--- src/rtl/gray_pkg.sv ---
`default_nettype none
// ============================================================================
//  Module      : gray_pkg
//  Description : Shared Gray/binary conversion functions and limit constants
//                for the Gray-code counter family.
//  Revision    : 1.0 - initial release
// ============================================================================
package gray_pkg;

    localparam int MAX_WIDTH = 16;

    localparam logic [MAX_WIDTH-1:0] c_ALL_ONES = '1;
    localparam logic [MAX_WIDTH-1:0] c_ZERO     = '0;

    // Callers zero-extend narrower values; leading zeros convert to zeros.
    function automatic logic [MAX_WIDTH-1:0] bin2gray(input logic [MAX_WIDTH-1:0] b);
        return b ^ (b >> 1);
    endfunction

    function automatic logic [MAX_WIDTH-1:0] gray2bin(input logic [MAX_WIDTH-1:0] g);
        logic [MAX_WIDTH-1:0] b;
        b[MAX_WIDTH-1] = g[MAX_WIDTH-1];
        for (int i = MAX_WIDTH - 2; i >= 0; i--) begin
            b[i] = b[i+1] ^ g[i];
        end
        return b;
    endfunction

endpackage
`default_nettype wire

--- src/rtl/gray_conv.sv ---
`default_nettype none
// ============================================================================
//  Module      : gray_conv
//  Description : Combinational binary->Gray and Gray->binary converter pair.
//  Revision    : 1.0 - initial release
// ============================================================================
module gray_conv
    import gray_pkg::*;
#(
    parameter int WIDTH = 4
) (
    input  logic [WIDTH-1:0] bin_in,
    output logic [WIDTH-1:0] gray_out,
    input  logic [WIDTH-1:0] gray_in,
    output logic [WIDTH-1:0] bin_out
);

    assign gray_out = WIDTH'(bin2gray(MAX_WIDTH'(bin_in)));
    assign bin_out  = WIDTH'(gray2bin(MAX_WIDTH'(gray_in)));

endmodule
`default_nettype wire

--- src/rtl/gray_counter.sv ---
`default_nettype none
// ============================================================================
//  Module      : gray_counter
//  Description : Registered up/down Gray counter with load, wrap/saturate
//                limits and a matching binary view of the same state.
//  Revision    : 1.0 - initial release
// ============================================================================
module gray_counter
    import gray_pkg::*;
#(
    parameter int WIDTH    = 4,
    parameter bit SATURATE = 1'b0
) (
    input  logic             clk,
    input  logic             rst,
    input  logic             en,
    input  logic             up,
    input  logic             load,
    input  logic [WIDTH-1:0] load_gray,
    output logic [WIDTH-1:0] gray_q,
    output logic [WIDTH-1:0] bin_q,
    output logic             wrap,
    output logic             at_limit
);

    localparam logic [WIDTH-1:0] c_MAX = WIDTH'(c_ALL_ONES);
    localparam logic [WIDTH-1:0] c_MIN = WIDTH'(c_ZERO);

    logic [WIDTH-1:0] r_bin;
    logic [WIDTH-1:0] r_gray;
    logic             r_wrap;
    logic             r_at_limit;

    logic [WIDTH-1:0] w_bin_next;
    logic [WIDTH-1:0] w_gray_next;
    logic [WIDTH-1:0] w_load_bin;
    logic             w_wrap_next;
    logic             w_at_limit_next;

    // One converter serves both the next-state Gray encode and the load decode.
    gray_conv #(
        .WIDTH (WIDTH)
    ) u_conv (
        .bin_in   (w_bin_next),
        .gray_out (w_gray_next),
        .gray_in  (load_gray),
        .bin_out  (w_load_bin)
    );

    always_comb begin
        w_bin_next  = r_bin;
        w_wrap_next = 1'b0;
        if (load) begin
            w_bin_next = w_load_bin;
        end else if (en) begin
            if (up) begin
                if (r_bin != c_MAX) begin
                    w_bin_next = r_bin + 1'b1;
                end else if (!SATURATE) begin
                    w_bin_next  = c_MIN;
                    w_wrap_next = 1'b1;
                end
            end else begin
                if (r_bin != c_MIN) begin
                    w_bin_next = r_bin - 1'b1;
                end else if (!SATURATE) begin
                    w_bin_next  = c_MAX;
                    w_wrap_next = 1'b1;
                end
            end
        end
        w_at_limit_next = up ? (w_bin_next == c_MAX) : (w_bin_next == c_MIN);
    end

    always_ff @(posedge clk) begin
        if (rst) begin
            r_bin      <= c_MIN;
            r_gray     <= c_MIN;
            r_wrap     <= 1'b0;
            r_at_limit <= 1'b0;
        end else begin
            r_bin      <= w_bin_next;
            r_gray     <= w_gray_next;
            r_wrap     <= w_wrap_next;
            r_at_limit <= w_at_limit_next;
        end
    end

    assign bin_q    = r_bin;
    assign gray_q   = r_gray;
    assign wrap     = r_wrap;
    assign at_limit = r_at_limit;

endmodule
`default_nettype wire
--- config.mk ---
export PLATFORM = sky130hd
export DESIGN_NAME = gray_counter
export DESIGN_NICKNAME = d
export VERILOG_FILES = /design/src/rtl/gray_pkg.sv /design/src/rtl/gray_conv.sv /design/src/rtl/gray_counter.sv
export SDC_FILE = /design/constraint.sdc
export NUM_CORES = 1
export LEC_CHECK = 0
export ABC_AREA = 0
export CORE_UTILIZATION = 52
export CTS_BUF_LIST = sky130_fd_sc_hd__clkbuf_4 sky130_fd_sc_hd__clkbuf_8
export DETAILED_ROUTE_END_ITERATION = 6
export PLACE_DENSITY = 0.86
export SLEW_MARGIN = 25
export SYNTH_ARGS = -nofsm -noshare
export SYNTH_HDL_FRONTEND = slang
export SYNTH_HIERARCHICAL = 1
export SYNTH_SLANG_ARGS = --single-unit
--- constraint.sdc ---
create_clock -name clk -period 6.31 [get_ports clk]
set_clock_uncertainty 0.15 [all_clocks]
set_input_delay 1.5775 -clock clk [delete_from_list [all_inputs] [get_ports clk]]
set_output_delay 1.5775 -clock clk [all_outputs]
set_load 0.01 [all_outputs]
### Yosys cells after proc, flatten, opt, wreduce, memory -nomap -nowiden

Index checks and enable logic that the tools add are counted.

* logic and storage cells: 25
* flip-flop bits (word level): 10

* eq/ne operators: 2
* bitwise gates (word level): 5
* mux-type cells: 9
* add/sub/neg operators: 2
* reduce and logical (&&, ||, !) cells: 3

Operators with widths (number)
* 2-to-1 mux 4 bit: 5
* adder 4 x 1 -> 4 bit, second input constant: 1
* equality test 4 bit, second input constant: 1
* logical NOT 4 bit: 1
* 2-to-1 mux 1 bit: 4
* inequality test 4 bit, second input constant: 1
* nonzero test 4 bit: 1
* subtractor 4 x 1 -> 4 bit, second input constant: 1
* XOR 4 x 3 -> 4 bit: 1
* OR reduction 3 bit: 1
* XOR 1 bit: 3
* inverter 1 bit: 1

### Longest topological paths before layout

* depth in word-level cells: 7
* depth in mapped cells: 10

### Modules after synthesis

Netlist, hierarchy kept.

By module, submodules not included
* gray_counter: cells an instance 70, sequential area each 200.2 sq um, instances 1, area each 593.1 sq um
* gray_conv: cells an instance 9, sequential area each 0.0 sq um, instances 1, area each 83.8 sq um

### Worst setup path before layout

No wires, ideal clock.

* path type: in2reg
* start point: input up
* end point: register r_gray[2], in the netlist gray_q[2]
* library setup time: 0.128 ns
* stages: 7
* path slack: 3.387 ns
* buffers on the path: 1
* data required time: 6.032 ns
* arrival time: 2.645 ns
* path through: buf_2 > mux2i_1 > mux2i_1 > and2_1 > inv_2 > xor2_1 > nor2b_1

* word-level cells in the longest chain between the ends: 4

RTL lines
* from (decl): RTL line gray_counter.sv:17 `input logic up,`
* 2-to-1 mux 4 bit: RTL line gray_counter.sv:56 `if (up) begin`
* 2-to-1 mux 4 bit: RTL line gray_counter.sv:55 `end else if (en) begin`
* 2-to-1 mux 4 bit: RTL line gray_counter.sv:53 `if (load) begin`
* named net w_bin_next[2]: RTL line gray_counter.sv:34 `logic [WIDTH-1:0] w_bin_next;`
* XOR 4 x 3 -> 4 bit: RTL line gray_pkg.sv:17 `return b ^ (b >> 1);`
* named net w_gray_next[2]: RTL line gray_counter.sv:35 `logic [WIDTH-1:0] w_gray_next;`
* to (signal assigned): RTL line gray_counter.sv:78 `r_gray <= c_MIN;`
* to (signal assigned): RTL line gray_counter.sv:83 `r_gray <= w_gray_next;`
* to (decl): RTL line gray_counter.sv:30 `logic [WIDTH-1:0] r_gray;`

The timed path passes the listed nets, and every way through them passes these cells.
A chain may end at the register's enable or synchronous reset.

### Worst setup path after layout

Same ends and word-level chain as after synthesis.

==> flow_summary.json <==
{
  "coreArea_sq_um": 1156,
  "wirelength_microns": 1251,
  "cp.required_ns": 6.31,
  "antenna_cells": 0,
  "p_per_area_nw_per_um2": 235.7,
  "drive_gt1_share_pct": 9.783,
  "async_flop_share_pct": 0,
  "final_nets": 104,
  "rsz0062_at_grt": "no",
  "min_path_type": "flop to flop",
  "synthMostInstantiatedCell": "dfxtp_1",
  "drv_slew": 0,
  "antenna_left": 0,
  "detailed_place_hpwl_microns": 955.2,
  "netlist_area_sq_um": 676.9,
  "grt_max_degree": 12,
  "antenna_found_initial": 0,
  "vias": 582,
  "run_status": "complete, no violations",
  "grt_usage_pct": 20.98,
  "fin_tns_setup_ns": 0,
  "cp_cell_sequence": "clkdlybuf4s50_1, mux2i_1, mux2i_1, and2_1, inv_2, xor2_1, nor2b_1",
  "endpoint_kind": "flop",
  "numPortBuffers": 18,
  "syn_avg_cell_area_sq_um": 8.568,
  "dr.pass1.iters": 4,
  "cts_inserted_buffers": 3,
  "boundaryPins": 19,
  "cp_common_cell": "mux2i_1",
  "die_w_microns": 38.08,
  "overflow": 0,
  "worst-setup-path-type": "input pin to flop",
  "slowest_delay_ns": 0.72,
  "fp.dieH_microns": 38.08,
  "path_buf_inv": 2,
  "synthFlopType": "dfxtp_1",
  "n_fill_cell": 98,
  "clock-sinks": 10,
  "drt_iter0_drc": 5,
  "ys_ff_latch": 10,
  "yosysWarnings": 6,
  "start_kind": "input pin",
  "netlist_top_cells_area": "dfxtp_1, mux2i_1, nor2b_1, xor2_1, nor2_1",
  "cts_setup_buffers": 0,
  "via_per_inst": 5.491,
  "cts-root-buf": "clkbuf_4",
  "grt_pass1_vias": 524,
  "fin_crit_ns": 3.325,
  "fmaxAchievable_ghz": 0.3007,
  "clock_path_buffers": 2,
  "ys_seq_area_share_pct": 29.57,
  "dieArea_sq_um": 1450,
  "fin_ws_ns": 2.985,
  "cts_tree": "done",
  "synth_top_cell_by_area": "dfxtp_1",
  "ir_worst_vdd_mv": 0.1512,
  "synth_cell_types": 30,
  "yosys.area.top_type_share_pct": 29.57,
  "area_growth_pct": 26.43,
  "tightestPinTransition_ns": 0.4075,
  "netlist_instances": 79,
  "gp_congestion": 0.7774,
  "hold_buffers": 0,
  "cap_violations": 0,
  "worstPathArrival_ns": 3.32,
  "pre_cts_ws_ns": 2.704,
  "crit_family": "buffers and inverters",
  "routedWlPerCell_microns": 11.80,
  "grt_pass1_wl_microns": 2111,
  "relSlewSlack_pct": 72.75,
  "setup_viol": 0,
  "rrSetupSlack_ns": 4.07,
  "finalHoldViolations": 0,
  "syn_nets": 90,
  "synth-edff-count": 0,
  "initial_core_util_pct": 58.55,
  "drc_errors": 0,
  "p_leak_uw": 0.0003455,
  "cts_resized": 0,
  "placement_rows": 12,
  "h-tree-depth": 1,
  "multi_input_comb_area_sq_um": 395.4,
  "synth.top_cells.by_count": "dfxtp_1, nor2_1, nor2b_1",
  "period_share_pct": 52.70,
  "crit_fanout": 9,
  "clk_pin_slew_ns": 0.07,
  "seq_area_sq_um": 200.2,
  "slowest_stage": "clkdlybuf4s50_1",
  "clk_latency_ns": 0.27
}
-- final timing paths --
path                        from                    to  cells after the start
max                           up  gray_q[2]$_SDFF_PP0_                      7
min          bin_q[3]$_SDFF_PP0_       wrap$_SDFF_PP0_                      2
max reg2reg  bin_q[0]$_SDFF_PP0_  gray_q[2]$_SDFF_PP0_                      9
min reg2reg  bin_q[3]$_SDFF_PP0_       wrap$_SDFF_PP0_                      2
-- stage by stage --
stage / area, sq um / hold slack, ns / utilization (%) / instances / total power [uW]
3_3_place_gp: 819.5 / 0.5644 / 70.89 / 102 / 143.3
5_1_grt: 855.8 / 0.6137 / 74.03 / 106 / 213.5
2_1_floorplan: 676.9 / 0.5636 / - / 79 / 123.2
4_1_cts: 855.8 / 0.5659 / 74.03 / 106 / 204.1
6_report: 855.8 / 0.5767 / 74.03 / 106 / 201.7
3_5_place_dp: 819.5 / 0.5521 / 70.89 / 102 / 145.1
-- metal layers --
layer  up-vias  wire [microns]  global-route usage, %
met1       266             536                  24.73
met4         0               0                  2.679
met5         -               0                      0
met2        27             625                  36.02
li1        289               -                      -
met3         0              90                  8.721
-- report_power, final --
part	internal (uW)	switching, uW	leakage (uW)
combinational	36.7	29.0	0.000242
clock	35.1	23.1	0.0000210
sequential	70.1	7.74	0.0000827
total	142	59.9	0.000345
-- cell families (layout without fill, tap and decap cells) --
family	after synthesis	count (layout)	share of synthesized area [%]
fa+ha+maj	2	2	3.696
xor+xnor	8	8	11.46
simple gates	27	27	24.58
compound gates	12	12	12.76
flops	10	10	29.57
mux	4	4	5.915
buf+inv	16	29	12.01
-- state kept, by name, indices dropped and copies added, names as in the netlist --
name / cells
bin_q: 4
at_limit: 1
gray_q: 4
wrap: 1
-- worst reg2reg max path: cells and delay by family, from the launching register on --
family / cells / cell delay, ns
fa+ha+maj: 1 / 0.24
flops: 1 / 0.52
buf+inv: 2 / 0.19
compound gates: 4 / 0.73
xor+xnor: 1 / 0.15
simple gates: 1 / 0.13
-- area by class of cell --
| class | instances | area share (%) |
|---|---|---|
| Clock buffer | 4 | 4.240 |
| Sequential cell | 10 | 23.39 |
| Inverter | 7 | 3.070 |
| Timing Repair Buffer | 18 | 21.05 |
| Tap cell | 14 | 2.047 |
| Multi-Input combinational cell | 53 | 46.20 |
-- cell usage in the layout (no fill, tap or decap), types with 2 or more instances in the layout --
| cell | n |
|---|---|
| a21oi_1 | 3 |
| clkbuf_4 | 3 |
| clkdlybuf4s50_1 | 18 |
| dfxtp_1 | 10 |
| ha_1 | 2 |
| inv_1 | 4 |
| inv_2 | 3 |
| mux2i_1 | 4 |
| nand2_1 | 3 |
| nand4_1 | 2 |
| nor2_1 | 9 |
| nor2b_1 | 6 |
| nor3b_1 | 2 |
| nor4b_1 | 3 |
| xnor2_1 | 3 |
| xor2_1 | 4 |
Power figures use the tool's default switching activity.
